$ cat src/rtl/tl_ul_mem_slave.sv
// TileLink-UL memory slave: splits Get/Put bursts into single-word accesses on a
// 1-cycle-latency synchronous SRAM and answers each request on channel D.
module tl_ul_mem_slave #(
  parameter int                DATA_W    = 64,
  parameter int                ADDR_W    = 64,
  parameter int                MEM_AW    = 12,
  parameter logic [ADDR_W-1:0] BASE_ADDR = '0,
  parameter int                MAX_SIZE  = 6
) (
  input  logic                clk_i,
  input  logic                rst_i,
  input  logic [2:0]          a_opcode_i,
  input  logic [2:0]          a_param_i,
  input  logic [2:0]          a_size_i,
  input  logic [3:0]          a_source_i,
  input  logic [ADDR_W-1:0]   a_address_i,
  input  logic [DATA_W/8-1:0] a_mask_i,
  input  logic [DATA_W-1:0]   a_data_i,
  input  logic                a_valid_i,
  output logic                a_ready_o,
  output logic [2:0]          d_opcode_o,
  output logic [1:0]          d_param_o,
  output logic [2:0]          d_size_o,
  output logic [3:0]          d_source_o,
  output logic [1:0]          d_sink_o,
  output logic                d_denied_o,
  output logic [DATA_W-1:0]   d_data_o,
  output logic                d_corrupt_o,
  output logic                d_valid_o,
  input  logic                d_ready_i,
  output logic                sram_req_o,
  output logic                sram_we_o,
  output logic [MEM_AW-1:0]   sram_addr_o,
  output logic [DATA_W/8-1:0] sram_be_o,
  output logic [DATA_W-1:0]   sram_wdata_o,
  input  logic [DATA_W-1:0]   sram_rdata_i
);
  localparam int         LG   = $clog2(DATA_W / 8);
  localparam int         BW   = 9;
  localparam logic [2:0] LG3  = 3'(LG);
  localparam logic [2:0] MAXS = 3'(MAX_SIZE);

  typedef enum logic [2:0] {S_IDLE, S_WR_BURST, S_WR_ACK, S_RD_REQ, S_RD_DATA} state_t;

  state_t              r_state, w_next;
  logic [BW-1:0]       r_k, r_beats;
  logic [MEM_AW-1:0]   r_idx;
  logic [2:0]          r_size;
  logic [3:0]          r_source;
  logic                r_denied, r_rd_first;
  logic [DATA_W-1:0]   r_rdata;

  logic [BW-1:0]       w_beats;
  logic [ADDR_W-1:0]   w_off, w_idx;
  logic [ADDR_W:0]     w_end;
  logic                w_is_put, w_is_get, w_bad_op, w_deny, w_fire, w_last;
  logic [MEM_AW-1:0]   w_addr_k;
  logic                w_unused;

  // Request decode of the head A beat: burst length, aligned word index, denial
  always_comb begin
    w_is_put = (a_opcode_i == 3'd0) || (a_opcode_i == 3'd1);
    w_is_get = (a_opcode_i == 3'd4);
    w_bad_op = !(w_is_put || w_is_get);
    w_beats  = (a_size_i <= LG3) ? BW'(1) : (BW'(1) << (a_size_i - LG3));
    w_off    = a_address_i - BASE_ADDR;
    w_idx    = (w_off >> LG) & ~ADDR_W'(w_beats - BW'(1));
    w_end    = {1'b0, w_idx} + (ADDR_W+1)'(w_beats);
    w_deny   = (a_address_i < BASE_ADDR) || (w_end > ((ADDR_W+1)'(1) << MEM_AW)) ||
               (a_size_i > MAXS) || w_bad_op;
  end

  assign w_unused  = ^{a_param_i, w_idx[ADDR_W-1:MEM_AW]};
  assign w_last    = (r_k == r_beats - BW'(1));
  assign w_addr_k  = r_idx + MEM_AW'(r_k);
  assign a_ready_o = !rst_i && ((r_state == S_IDLE) || (r_state == S_WR_BURST));
  assign w_fire    = a_valid_i && a_ready_o;

  always_comb begin
    w_next = r_state;
    case (r_state)
      S_IDLE: if (w_fire) begin
        if (w_is_get)                          w_next = S_RD_REQ;
        else if (w_is_put && w_beats != BW'(1)) w_next = S_WR_BURST;
        else                                   w_next = S_WR_ACK;
      end
      S_WR_BURST: if (w_fire && w_last) w_next = S_WR_ACK;
      S_WR_ACK:   if (d_ready_i)        w_next = S_IDLE;
      S_RD_REQ:                         w_next = S_RD_DATA;
      S_RD_DATA:  if (d_ready_i)        w_next = w_last ? S_IDLE : S_RD_REQ;
      default:                          w_next = S_IDLE;
    endcase
  end

  always_comb begin
    sram_req_o   = 1'b0;
    sram_we_o    = 1'b0;
    sram_addr_o  = '0;
    sram_be_o    = '0;
    sram_wdata_o = '0;
    d_valid_o    = 1'b0;
    d_opcode_o   = 3'd0;
    d_param_o    = 2'd0;
    d_sink_o     = 2'd0;
    d_denied_o   = 1'b0;
    d_corrupt_o  = 1'b0;
    d_data_o     = '0;
    d_size_o     = 3'd0;
    d_source_o   = 4'd0;
    if (!rst_i) begin
      case (r_state)
        S_IDLE: if (w_fire && w_is_put && !w_deny) begin
          sram_req_o   = 1'b1;
          sram_we_o    = 1'b1;
          sram_addr_o  = w_idx[MEM_AW-1:0];
          sram_be_o    = a_mask_i;
          sram_wdata_o = a_data_i;
        end
        S_WR_BURST: if (w_fire && !r_denied) begin
          sram_req_o   = 1'b1;
          sram_we_o    = 1'b1;
          sram_addr_o  = w_addr_k;
          sram_be_o    = a_mask_i;
          sram_wdata_o = a_data_i;
        end
        S_WR_ACK: begin
          d_valid_o  = 1'b1;
          d_denied_o = r_denied;
        end
        S_RD_REQ: if (!r_denied) begin
          sram_req_o  = 1'b1;
          sram_addr_o = w_addr_k;
        end
        S_RD_DATA: begin
          d_valid_o   = 1'b1;
          d_opcode_o  = 3'd1;
          d_denied_o  = r_denied;
          d_corrupt_o = r_denied;
          // First cycle forwards the SRAM output; stalled cycles replay the held copy
          if (!r_denied) d_data_o = r_rd_first ? sram_rdata_i : r_rdata;
        end
        default: ;
      endcase
      if (d_valid_o) begin
        d_size_o   = r_size;
        d_source_o = r_source;
      end
    end
  end

  always_ff @(posedge clk_i) begin
    if (rst_i) begin
      r_state    <= S_IDLE;
      r_k        <= '0;
      r_denied   <= 1'b0;
      r_rd_first <= 1'b0;
    end else begin
      r_state    <= w_next;
      r_rd_first <= (r_state == S_RD_REQ);
      case (r_state)
        S_IDLE: if (w_fire) begin
          r_denied <= w_deny;
          r_k      <= (w_is_put && w_beats != BW'(1)) ? BW'(1) : '0;
        end
        S_WR_BURST: if (w_fire)    r_k <= w_last ? '0 : r_k + BW'(1);
        S_RD_DATA:  if (d_ready_i) r_k <= w_last ? '0 : r_k + BW'(1);
        default: ;
      endcase
    end
  end

  always_ff @(posedge clk_i) begin
    if (r_state == S_IDLE && w_fire) begin
      r_size   <= a_size_i;
      r_source <= a_source_i;
      r_idx    <= w_idx[MEM_AW-1:0];
      r_beats  <= w_bad_op ? BW'(1) : w_beats;
    end
    if (r_rd_first) r_rdata <= sram_rdata_i;
  end

endmodule

$ cat config.mk
export PLATFORM = sky130hd
export DESIGN_NAME = tl_ul_mem_slave
export DESIGN_NICKNAME = d
export VERILOG_FILES = /design/src/rtl/tl_ul_mem_slave.sv
export SDC_FILE = /design/constraint.sdc
export NUM_CORES = 1
export LEC_CHECK = 0
export CORE_AREA = 3 3 149 151
export DETAILED_ROUTE_END_ITERATION = 7
export DIE_AREA = 0 0 152 154
export GPL_TIMING_DRIVEN = 0
export HOLD_SLACK_MARGIN = 0.08
export PLACE_DENSITY = 0.89
export SETUP_SLACK_MARGIN = 0.3
export SLEW_MARGIN = 20
export SYNTH_ARGS = -nofsm -noshare
export SYNTH_HDL_FRONTEND = slang
export SYNTH_SLANG_ARGS = --single-unit
$ cat constraint.sdc
create_clock -name clk_i -period 13 [get_ports clk_i]
set_input_delay 3.25 -clock clk_i [delete_from_list [all_inputs] [get_ports clk_i]]
set_output_delay 3.25 -clock clk_i [all_outputs]
set_load 0.02 [all_outputs]
==> out/results.tsv, run 1 <==
metric	value	unit
run_status	completed	
cts_root_buf	clkbuf_16	
yosysTopAreaCellShare	18.4	%
ys_types	94	
clock_path_buffers	2	
syn_inst	1025	
final_common_cell	clkdlybuf4s50_1	
fin_area	12900	sq um
dr.pass1.iters	8	
mostFrequentLayoutCells	clkdlybuf4s50_1 (281), nand2_1 (88), dfxtp_1 (78), nor2b_1 (69), mux2_2 (65)	
worstHoldStart	r_rdata[8]$_DFF_P_	
power	0.986	mW
synth_area_leader_cell	dfxtp_1	
maxSlewViolCount	0	
htreeDepth	3	
place_ws	-956	ps
cp.required	9750	ps
worst_hold_path.num_cells	1	
rows	53	
avgSynthCellArea	8.29	sq um
cp_max_fo	10	
end_kind	output port	
layout-drive-gt1-share	14.5	%
netlist_area	8500	sq um
synthTopCellsByArea	dfxtp_1 (18%), edfxtp_1 (9.5%), mux2_2 (8.6%)	
slew_headroom	42.9	%
worstMarginPinSlew	856	ps
dieWidth	152	microns
postLayoutCoreUtil	61.7	%
track_usage	29.0	%
routed_via_density	5.83	
start_util	40.6	%
reg2reg_to	r_denied$_SDFFE_PP0P_	
cp.depth	26	
area_delta_synth_final	52.0	%
synth_edf_count	27	
routabilityCongestion	1.02	
ys.flop_type	dfxtp_1	
clock_latency	360	ps
tns	0	ps
finalHoldViolations	0	
worst_setup_path_start_kind	input pin	
critPathBufInv	9	
p_leak	5.07	nW
power_density	76.3	nW/um^2
reg2reg_slack	9240	ps
critPathKind	input pin to output port	
fin_ws	470	ps
finalCriticalPeriod	12530	ps
vdd.ir_drop.worst	0.0609	mV
setup_viol	0	
cap_viol_max_count	0	
drt-total-wl	36100	microns
die_h	154	microns
grt_pass1_wl	55100	microns
drc_errors	0	
place_hpwl	29300	microns
vias	9922	
placed_area	12500	sq um
grt_max_degree	30	
cts_buffers	9	
io_pins	385	
yosysWarningCount	0	
overflow	0	
fmax	0.0798	GHz
core_area	21000	sq um
r2r_cells	12	
io_buffers	367	
ant_nets	0	
cpPeakStageDelay	540	ps
multi_input_area	5840	sq um
fin_skew	17.1	ps
drtIter0Drc	983	
synth-seq-area-share	27.9	%
r2r-start	r_state[2]$_SDFFE_PP0P_	
crit_top_cell	buf_4	
finalCritPeriodShare	96.4	%
grt_pass1_vias	9619	
grt_setup_unrepaired	false	
arrival	9280	ps
clkTransAtPathRegs	90	ps
regArea	2370	sq um
crit_start	a_size_i[1]	
min_path_type	flop to flop	
crit_family	buffers and inverters	
synthArstFlopShare	0	%
worst_path_max_delay_cell	or4b_1	
ys_seq_elements	105	
layout.nets	1658	
antenna_found_initial	3	
fillers	1786	
wl_per_cell	21.2	microns
clock_sinks	105	
die-area	23400	sq um
whs_endpoint	r_rdata[8]$_DFF_P_	
tritoncts	built	
postCtsHoldBufs	0	
cells in the mapped netlist (8+ instances only):
| cell type | count |
|---|---|
| nand2_1 | 90 |
| dfxtp_1 | 78 |
| nor2b_1 | 69 |
| mux2_2 | 65 |
| nor2_1 | 64 |
| a21boi_0 | 45 |
| clkbuf_1 | 38 |
| inv_1 | 38 |
| o21ai_0 | 35 |
| a21boi_1 | 30 |
| a21oi_1 | 30 |
| nand3_1 | 29 |
| edfxtp_1 | 27 |
| nand4_1 | 23 |
| nor3_1 | 22 |
| xnor2_1 | 22 |
| ha_1 | 21 |
| and2_1 | 20 |
| xor2_1 | 20 |
| a31oi_1 | 16 |
| and3_1 | 15 |
| nor4_1 | 14 |
| a21o_1 | 13 |
| buf_2 | 10 |
| o211ai_1 | 10 |
| o21ai_1 | 9 |
| and4_1 | 8 |
| buf_4 | 8 |
| o2111ai_1 | 8 |
| o31ai_1 | 8 |
power by group:
part	internal (mW)	switching, mW	total, mW
logic	0.155	0.138	0.293
clock network	0.141	0.147	0.288
registers	0.390	0.0154	0.405
cell families after synthesis:
group / share of synthesized area, %
compound gates: 24.4
xor+xnor: 4.33
fa+ha+maj: 3.33
buf+inv: 5.46
flops: 27.9
mux: 9.08
other cells: 0.0441
simple gates: 25.4
final cells by class:
class                   instances  area share (%)
multi-input cells             823            45.2
well taps                     275            2.66
repair buffers                378            27.4
flip-flops and latches        105            18.4
inverters                      38            1.10
plain buffers                  64            2.70
clock buffers                   9            1.74
clock inverters                 7           0.726
diodes                          3          0.0581
per-layer routing:
layer	vias to the layer above	GRT usage, %	routed length, microns	part of all wire [%]
li1	4580	-	-	-
met1	4630	36.1	14200	39
met2	624	51.2	17800	49
met3	88	5.29	3010	8.3
met4	0	8.78	1150	3.2
met5	-	0	0	0
flip-flops by register name, indices dropped and copies added, names as in the netlist:
| register | flops |
|---|---|
| r_size | 3 |
| r_rdata | 64 |
| r_beats | 8 |
| r_state | 3 |
| r_idx | 12 |
| r_source | 4 |
| r_k | 9 |
| r_rd_first | 1 |
| r_denied | 1 |
worst register-to-register path: stages, from the launching register on:
cell and delay, ps:
dfxtp_1 310, clkbuf_1 210, nor3b_1 350, and2_2 660
o211ai_1 170, and4b_1 300, o2111ai_1 160, a2111oi_1 480
nand4b_1 180, nor4_2 350, buf_4 170, o211a_1 230
nor3_1 70
worst max-delay path by stage:
stage	to
after floorplan	sram_wdata_o[10]
after global placement	sram_addr_o[3]
after detailed placement	sram_wdata_o[13]
after CTS	sram_wdata_o[13]
after global routing	sram_wdata_o[13]
final	sram_addr_o[9]
stage by stage:
stage / std cells / hold slack (ps)
2_1_floorplan: 1030 / 445
3_3_place_gp: 1672 / 450
3_5_place_dp: 1672 / 457
4_1_cts: 1693 / 474
5_1_grt: 1702 / 483
6_report: 1702 / 474
what timing repair did:
item,in CTS,in global routing
setup endpoints to repair,86,86
cloned,0,1
pin swaps,4,6
buffers inserted,5,5
gates resized for setup,127,121
(Power assumes the default switching activity.)
==> run 2, diff against run 1 <==
--- a/config.mk
+++ b/config.mk
@@ -10,7 +10,7 @@
 export DIE_AREA = 0 0 152 154
 export GPL_TIMING_DRIVEN = 0
 export HOLD_SLACK_MARGIN = 0.08
-export PLACE_DENSITY = 0.89
+export PLACE_DENSITY = 0.78
 export SETUP_SLACK_MARGIN = 0.3
 export SLEW_MARGIN = 20
 export SYNTH_ARGS = -nofsm -noshare
==> run 2 against run 1 <==
  * Combinational power barely moved
  * Routed wire length increased by 5.8%
  * Hold slack got worse by 1.5 ps
  * Non-clock buffer count grew 10
  * Global-route usage is 1.6 points higher
  * Critical path type unchanged
  * Largest power group unchanged
==> out/results.tsv, run 2 (synthesized netlist as in run 1, its figures left out) <==
metric	value	unit
p_leak	5.11	nW
layout.nets	1668	
mostFrequentLayoutCells	clkdlybuf4s50_1 (281), nand2_1 (88), dfxtp_1 (78), nor2b_1 (69), mux2_2 (65)	
finalCriticalPeriod	12480	ps
drtIter0Drc	776	
io_pins	385	
rows	53	
cap_viol_max_count	0	
cts_root_buf	clkbuf_16	
finalHoldViolations	0	
track_usage	30.7	%
whs_endpoint	r_rdata[19]$_DFF_P_	
fin_skew	10.6	ps
dr.pass1.iters	5	
ant_nets	0	
grt_pass1_vias	9571	
die_h	154	microns
layout-drive-gt1-share	16.7	%
clkTransAtPathRegs	70	ps
postCtsHoldBufs	0	
worst_hold_path.num_cells	1	
multi_input_area	5890	sq um
hold_ws	473	ps
core_area	21000	sq um
r2r-start	r_state[2]$_SDFFE_PP0P_	
finalCritPeriodShare	96.0	%
regMostFlops	r_rdata	
htreeDepth	3	
reg2reg_to	r_denied$_SDFFE_PP0P_	
routabilityCongestion	1.01	
worstMarginPinSlew	878	ps
largest_reg_flops	64	
slew_headroom	40.8	%
regArea	2370	sq um
crit_start	a_size_i[1]	
clock_path_buffers	2	
wl_per_cell	22.3	microns
fillers	1908	
drc_errors	0	
fmax	0.0801	GHz
maxSlewViolCount	0	
end_kind	output port	
clock_latency	350	ps
critPathKind	input pin to output port	
clock_sinks	105	
routed_via_density	5.75	
area_delta_synth_final	53.0	%
power	0.971	mW
cts_buffers	9	
die-area	23400	sq um
vdd.ir_drop.worst	0.0857	mV
reg2reg_slack	8160	ps
final_common_cell	clkdlybuf4s50_1	
power_density	74.7	nW/um^2
tritoncts	built	
r2r_cells	25	
drt-total-wl	38200	microns
vias	9858	
grt_pass1_wl	56800	microns
worstHoldStart	r_rdata[19]$_DFF_P_	
cp_max_fo	10	
arrival	9230	ps
antenna_found_initial	5	
io_buffers	367	
reg_top3	r_rdata x64, r_idx x12, r_k x9	
grt_setup_unrepaired	true	
run_status	completed	
cp.required	9750	ps
min_path_type	flop to flop	
dieWidth	152	microns
start_util	40.6	%
overflow	0	
grt_max_degree	30	
worst_setup_path_start_kind	input pin	
setup_viol	0	
place_hpwl	31100	microns
==> run 2: worst max-delay path by stage <==
stage,endpoint,slack (ps),cells past startpoint
4_1_cts,sram_wdata_o[62],290,25
3_3_place_gp,sram_wdata_o[62],-1100,25
2_1_floorplan,sram_wdata_o[10],1310,22
3_5_place_dp,sram_wdata_o[62],-1050,26
6_report,sram_wdata_o[62],520,25
5_1_grt,sram_wdata_o[8],310,27
==> run 2: routing by layer <==
layer	vias up	routed length (microns)	global-route usage (%)	part of all wire, %
li1	4593	-	-	-
met1	4695	15900	39.4	42
met2	500	18000	50.7	47
met3	70	3270	8.11	8.6
met4	0	1010	9.46	2.7
met5	-	0	0	0
==> run 2: cell type report <==
| cell class | instances | share of cell area, % |
|---|---|---|
| Antenna cell | 5 | 0.0962 |
| Timing Repair Buffer | 388 | 27.8 |
| Sequential cell | 105 | 18.2 |
| Clock buffer | 10 | 1.84 |
| Inverter | 38 | 1.10 |
| Tap cell | 275 | 2.65 |
| Buffer | 64 | 2.61 |
| Clock inverter | 6 | 0.385 |
| Multi-Input combinational cell | 823 | 45.3 |
==> run 2: worst max-delay path: stages <==
cell and delay (ps):
clkdlybuf4s50_1 460, buf_2 200, and2_2 250, ha_4 320, nand3_1 150, a21oi_4 240
ha_4 210, nand2_1 70, xnor2_1 130, nand2_1 90, inv_1 70, ha_1 350
o21ai_1 130, o31ai_2 280, a21bo_2 290, o21ai_2 320, nand2_2 210, a2111oi_0 510
nand4b_1 220, nor4_4 350, o2111ai_2 200, buf_6 220, buf_6 150, a21boi_2 300
clkbuf_2 250
==> run 2: report_power, final <==
group / internal (mW) / leakage (nW) / switching [mW]
registers: 0.390 / 0.894 / 0.0152
clock network: 0.138 / 0.141 / 0.136
logic: 0.154 / 4.07 / 0.138
total: 0.682 / 5.11 / 0.290
==> run 2: per-stage QoR <==
stage          util (%)  area (sq um)  std cells  worst slack [ps]  setup TNS [ps]
2_1_floorplan         -          8520       1030              1310               0
3_3_place_gp       59.8         12500       1672             -1100          -66070
3_5_place_dp       59.8         12500       1672             -1050          -64540
4_1_cts            62.0         13000       1706               290               0
5_1_grt            62.1         13000       1714               307               0
6_report           62.1         13000       1714               522               0
==> run 2: what timing repair did <==
| action | CTS | global route |
|---|---|---|
| setup buffers | 18 | 3 |
| pin swaps | 3 | 6 |
| setup endpoints to repair | 86 | 86 |
| resized for setup | 159 | 150 |
